[src/rtl/uart_tx_packet_if.sv]
// Controller-side bundle for the two-byte UART packet transmitter.
// The master drives the request and packet word; the slave returns the line and status.
interface uart_tx_packet_if;
    logic        send_data;
    logic [15:0] buffer;
    logic        tx;
    logic        busy;
    logic        done;

    modport master (
        output send_data,
        output buffer,
        input  tx,
        input  busy,
        input  done
    );

    modport slave (
        input  send_data,
        input  buffer,
        output tx,
        output busy,
        output done
    );
endinterface

[src/rtl/uart_tx_packet.sv]
// Sends a 16-bit packet as two back-to-back 8N1 UART frames, high byte first,
// on the rising edge of send_data; done pulses once after the second stop bit.
module uart_tx_packet #(
    parameter int CLKS_PER_BIT = 5208
) (
    input logic             clock,
    input logic             reset,
    uart_tx_packet_if.slave bus
);

    typedef enum logic [1:0] {
        IDLE,
        START,
        DATA,
        STOP
    } state_t;

    localparam logic [15:0] LAST_CLK = 16'(CLKS_PER_BIT - 1);

    state_t      state;
    logic [15:0] clk_cnt;
    logic [2:0]  bit_idx;
    logic        byte_idx;
    logic [15:0] hold;
    logic [7:0]  shift;
    logic        send_prev;
    logic        tx_r;
    logic        busy_r;
    logic        done_r;

    logic        request;
    logic        bit_end;
    logic [7:0]  cur_byte;

    assign request  = bus.send_data & ~send_prev;
    assign bit_end  = (clk_cnt == LAST_CLK);
    assign cur_byte = byte_idx ? hold[7:0] : hold[15:8];

    assign bus.tx   = tx_r;
    assign bus.busy = busy_r;
    assign bus.done = done_r;

    // send_prev resets high so a request already asserted at release is ignored
    always_ff @(posedge clock or posedge reset) begin
        if (reset) begin
            state     <= IDLE;
            clk_cnt   <= '0;
            bit_idx   <= '0;
            byte_idx  <= 1'b0;
            hold      <= '0;
            shift     <= '0;
            send_prev <= 1'b1;
            tx_r      <= 1'b1;
            busy_r    <= 1'b0;
            done_r    <= 1'b0;
        end else begin
            send_prev <= bus.send_data;
            done_r    <= 1'b0;
            case (state)
                IDLE: begin
                    clk_cnt <= '0;
                    if (request) begin
                        hold     <= bus.buffer;
                        byte_idx <= 1'b0;
                        state    <= START;
                        tx_r     <= 1'b0;
                        busy_r   <= 1'b1;
                    end
                end
                START: begin
                    if (bit_end) begin
                        clk_cnt <= '0;
                        bit_idx <= '0;
                        state   <= DATA;
                        tx_r    <= cur_byte[0];
                        shift   <= {1'b0, cur_byte[7:1]};
                    end else begin
                        clk_cnt <= clk_cnt + 16'd1;
                    end
                end
                DATA: begin
                    // shift holds the bits still to go, next one in bit 0
                    if (bit_end) begin
                        clk_cnt <= '0;
                        if (bit_idx == 3'd7) begin
                            state <= STOP;
                            tx_r  <= 1'b1;
                        end else begin
                            bit_idx <= bit_idx + 3'd1;
                            tx_r    <= shift[0];
                            shift   <= {1'b0, shift[7:1]};
                        end
                    end else begin
                        clk_cnt <= clk_cnt + 16'd1;
                    end
                end
                STOP: begin
                    if (bit_end) begin
                        clk_cnt <= '0;
                        if (!byte_idx) begin
                            byte_idx <= 1'b1;
                            state    <= START;
                            tx_r     <= 1'b0;
                        end else begin
                            state  <= IDLE;
                            busy_r <= 1'b0;
                            done_r <= 1'b1;
                        end
                    end else begin
                        clk_cnt <= clk_cnt + 16'd1;
                    end
                end
                default: begin
                    state  <= IDLE;
                    tx_r   <= 1'b1;
                    busy_r <= 1'b0;
                end
            endcase
        end
    end

endmodule

[src/flat_wrapper.sv]
// flat-port wrapper written by rule: the top's interface ports become plain ports
module uart_tx_packet_flat 
#(
    parameter int CLKS_PER_BIT = 5208
)
  (clock, reset, bus_send_data, bus_buffer, bus_tx, bus_busy, bus_done);
  uart_tx_packet_if bus_i ();
  input logic clock;
  input logic reset;
  input wire logic [$bits(bus_i.send_data)-1:0] bus_send_data;
  input wire logic [$bits(bus_i.buffer)-1:0] bus_buffer;
  output wire logic [$bits(bus_i.tx)-1:0] bus_tx;
  output wire logic [$bits(bus_i.busy)-1:0] bus_busy;
  output wire logic [$bits(bus_i.done)-1:0] bus_done;
  assign bus_i.send_data = bus_send_data;
  assign bus_i.buffer = bus_buffer;
  assign bus_tx = bus_i.tx;
  assign bus_busy = bus_i.busy;
  assign bus_done = bus_i.done;
  uart_tx_packet #(.CLKS_PER_BIT(CLKS_PER_BIT)) u_core (.clock(clock), .reset(reset), .bus(bus_i));
endmodule
[config.mk]
export PLATFORM = sky130hd
export DESIGN_NAME = uart_tx_packet_flat
export DESIGN_NICKNAME = d
export VERILOG_FILES = /design/src/rtl/uart_tx_packet_if.sv /design/src/rtl/uart_tx_packet.sv /design/src/flat_wrapper.sv
export SDC_FILE = /design/constraint.sdc
export NUM_CORES = 1
export LEC_CHECK = 0
export CORE_MARGIN = 2
export CORE_UTILIZATION = 50
export DETAILED_ROUTE_END_ITERATION = 12
export PLACE_DENSITY = 0.72
export SETUP_SLACK_MARGIN = 0.05
export SLEW_MARGIN = 20
export SYNTH_ARGS = -nofsm -noshare
export SYNTH_HDL_FRONTEND = slang
export SYNTH_SLANG_ARGS = --single-unit
[constraint.sdc]
create_clock -name clock -period 1.85 [get_ports clock]
set_input_delay 0.185 -clock clock [delete_from_list [all_inputs] [get_ports clock]]
set_output_delay 0.185 -clock clock [all_outputs]
set_load 0.02 [all_outputs]
==> summary.md <==
| Metric | Value |
|---|---|
| Adder-cell area share of the yosys netlist | `3.717%` |
| Startpoint Class | `flop` |
| Min Tclk post-route | `1862 ps` |
| Final Hold Viols | `0` |
| Boundary Pins | `22` |
| Commonest non-fill, non-tap cell in the layout | `dfrtp_1` |
| Setup_tns | `-23.37 ps` |
| Placed Cells incl. Taps | `303` |
| Clock latency at the later pin of the worst-skew pair | `300 ps` |
| Fin cells | `314` |
| Post-Syn Area per Cell | `11.27 µm²` |
| Post-synth net total | `235` |
| CP Launch Point | `u_core.state[0]` |
| Tot Pwr | `3.520 mW` |
| Max-cap violations | `0` |
| N_diodes | `0` |
| Netlist cell types | `36` |
| Simple-gate share of the synthesized area | `14.45%` |
| Worst-path fanout max | `3` |
| Unrepaired setup endpoints after global routing | `true` |
| Vias per std cell | `5.455` |
| Worst R2R Path Depth | `5` |
| Wl on met1 | `2227 µm` |
| Routed WL | `4425 µm` |
| Highest-count cells in the layout ignoring fill and taps | `47 x dfrtp_1, 27 x buf_4, 23 x mux2_2, 21 x clkdlybuf4s50_1, 19 x nor2_1` |
| CTS Buffer Depth | `2` |
| Power Density | `1168 nW/µm²` |
| Flop2flop setup slack | `-10 ps` |
| Full die area | `5277 µm²` |
| WP data arrival | `2050 ps` |
| Slew Limit Fails | `0` |
| Met2 wire length | `1883 µm` |
| Lkg Pwr | `1.319 nW` |
| YS warnings | `0` |
| Initial core utilization | `53.01%` |
| Post-Syn Area | `2356 µm²` |
| XOR/XNOR Fraction of Synth Area | `4.833%` |
| DP Wirelength | `3112 µm` |
| GRT overflow | `0` |
| Fin util | `67.79%` |
| # DRC | `0` |
| CP endpoint kind | `flop` |
| Setup Viol. Count Final | `2` |
| CTS buffer count | `5` |
| Die W | `72.65 µm` |
| Place WS | `-55.61 ps` |
| Number of synthesized flops with an enable pin | `0` |
| Share of layout cells above drive strength 1 | `30.15%` |
| Final period util | `100.7%` |
| Fmax achieved | `537.0 MHz` |
| Vias in the first global route | `1661` |
| Worst IR Drop VDD | `750.3 µV` |
| Highest metal used | `met4` |
| Violated checks | `setup timing` |
| PortBufs | `21` |
| Crit Path Class | `reg -> reg` |
| First-pass GRT wire length | `7679 µm` |
| Setup ws final | `-12.36 ps` |
| Critical Path RT | `2040 ps` |
| Worst Tran Pin Value | `350.5 ps` |
| Vias | `1713` |
| Core Rows | `24` |
| Worst-path clk slew | `90 ps` |
| RD Place Congestion | `0.8039` |
| Layout Nets | `287` |
| Chip height | `72.65 µm` |
| Root buf cell | `clkbuf_8` |
| Clock Skew | `6.424 ps` |
| Post-synthesis mux area share | `15.40%` |
| Cell count after synthesis | `209` |
| Main combinational cell family by area after synthesis | `multiplexers` |
| Post-synthesis sequential area ratio | `52.15%` |
| CTS Hold Bufs | `0` |
| TritonRoute pass-1 iters | `4` |
| # H-tree levels | `2` |
| Metal3 WL | `249 µm` |
| DR WL/cell | `14.09 µm` |
| Largest net degree at the start of global routing | `50` |
| FFs w/ async S/R, synth | `100.0%` |
| Post-synthesis compound-gate area fraction | `6.851%` |
| Area of the core | `4444 µm²` |
| Fillers | `338` |
| Most common flop cell mapped by yosys | `dfrtp_1` |
| Worst min path class | `in -> async` |
| CP endpoint | `u_core.state[1]` |
| Antenna violations before repair | `0` |
| Status | `finished, violations left` |
| First DRT Iteration DRCs | `105` |
| Rel. slew slack | `76.44%` |
| Worst r2r src | `u_core.state[0]` |
| All-layer global routing usage | `19.16%` |
| Area grow syn2layout | `27.88%` |
| ANT nets after route | `0` |
| Reg2reg end | `u_core.state[1]` |
| CTS tree | `built` |
| TritonCTS Sinks | `49` |
| FF+latch count, synth | `49` |
[metal layers]
| metal | GRT usage [%] | vias up |
|---|---|---|
| li1 | - | 843 |
| met5 | 0 | - |
| met3 | 5.110 | 7 |
| met2 | 26.57 | 58 |
| met1 | 29.60 | 805 |
| met4 | 5.350 | 0 |
[cell families after synthesis]
family          Yosys count
simple gates             67
xor+xnor                 13
compound gates           25
mux                      33
buf+inv                  15
fa+ha+maj                 7
flops                    49
[registers in the layout, summed over array words and instances (netlist names)]
signal / flops
u_core.state: 2
u_core.bit_idx: 3
u_core.clk_cnt: 16
u_core.bus.tx: 1
u_core.hold: 16
u_core.byte_idx: 1
u_core.send_prev: 1
u_core.shift: 7
u_core.bus.done: 1
u_core.bus.busy: 1
[stage by stage]
| step | cell area [µm²] | hold slack, ps |
|---|---|---|
| 6_report | 3013 | 242.0 |
| 5_1_grt | 3013 | 258.0 |
| 4_1_cts | 2947 | 249.9 |
| 3_5_place_dp | 2831 | 488.8 |
| 3_3_place_gp | 2831 | 484.0 |
| 2_1_floorplan | 2356 | 189.5 |
[report_power, final]
group	leakage (nW)	total, mW	internal, mW	switching, mW
clock	0.0455	0.643	0.305	0.338
sequential	0.631	1.48	1.33	0.146
combinational	0.642	1.40	0.748	0.651
total	1.32	3.52	2.39	1.13
[how the worst min path moves through the flow]
stage	start	endpoint	slack (ps)	depth (start not counted)
6_report	reset	u_core.hold[14]	240	3
5_1_grt	reset	u_core.hold[7]	260	3
4_1_cts	reset	u_core.hold[14]	250	3
3_5_place_dp	u_core.bus.busy	u_core.bus.busy	490	2
3_3_place_gp	u_core.hold[8]	u_core.hold[8]	480	1
2_1_floorplan	bus_send_data	u_core.send_prev	190	0
[worst max-delay path: stages, from the launching register on]
cell and delay (ps):
dfrtp_1 430, buf_6 140, ha_4 150, or3_4 380, a211o_1 340, mux2_1 320
[layout make-up]
class	count	area [µm²]	share of cell area, %
Sequential cell	49	1229	40.78
Tap cell	52	65.06	2.159
Clock buffer	8	90.09	2.990
Timing Repair Buffer	51	464.2	15.41
Inverter	9	33.78	1.121
Multi-Input combinational cell	145	1131	37.54
[cells in the mapped netlist, types with 2 or more instances]
| master | count | area (µm²) |
|---|---|---|
| dfrtp_1 | 47 | 1176 |
| mux2_2 | 24 | 270.3 |
| nor2_1 | 19 | 71.32 |
| nand2_1 | 13 | 48.80 |
| nand3_1 | 13 | 65.06 |
| o21ai_0 | 11 | 55.05 |
| inv_1 | 9 | 33.78 |
| xnor2_1 | 9 | 78.83 |
| ha_1 | 7 | 87.58 |
| mux2i_1 | 7 | 70.07 |
| buf_2 | 4 | 20.02 |
| nor3_1 | 4 | 20.02 |
| nor4_1 | 4 | 25.02 |
| xor2_1 | 4 | 35.03 |
| a21oi_1 | 3 | 15.01 |
| and3_1 | 3 | 18.77 |
| nand4_1 | 3 | 18.77 |
| a21boi_0 | 2 | 15.01 |
| clkbuf_1 | 2 | 7.510 |
| dfstp_2 | 2 | 52.55 |
| mux2_1 | 2 | 22.52 |
| o31ai_1 | 2 | 15.01 |
| o41ai_1 | 2 | 17.52 |
[what timing repair did]
action | in CTS | in global routing
gates resized for setup | 3 | 14
buffers inserted | 1 | 2
pin swaps | 2 | 4
setup endpoints to repair | 4 | 11
No activity file was read; power rests on OpenSTA's default activity.
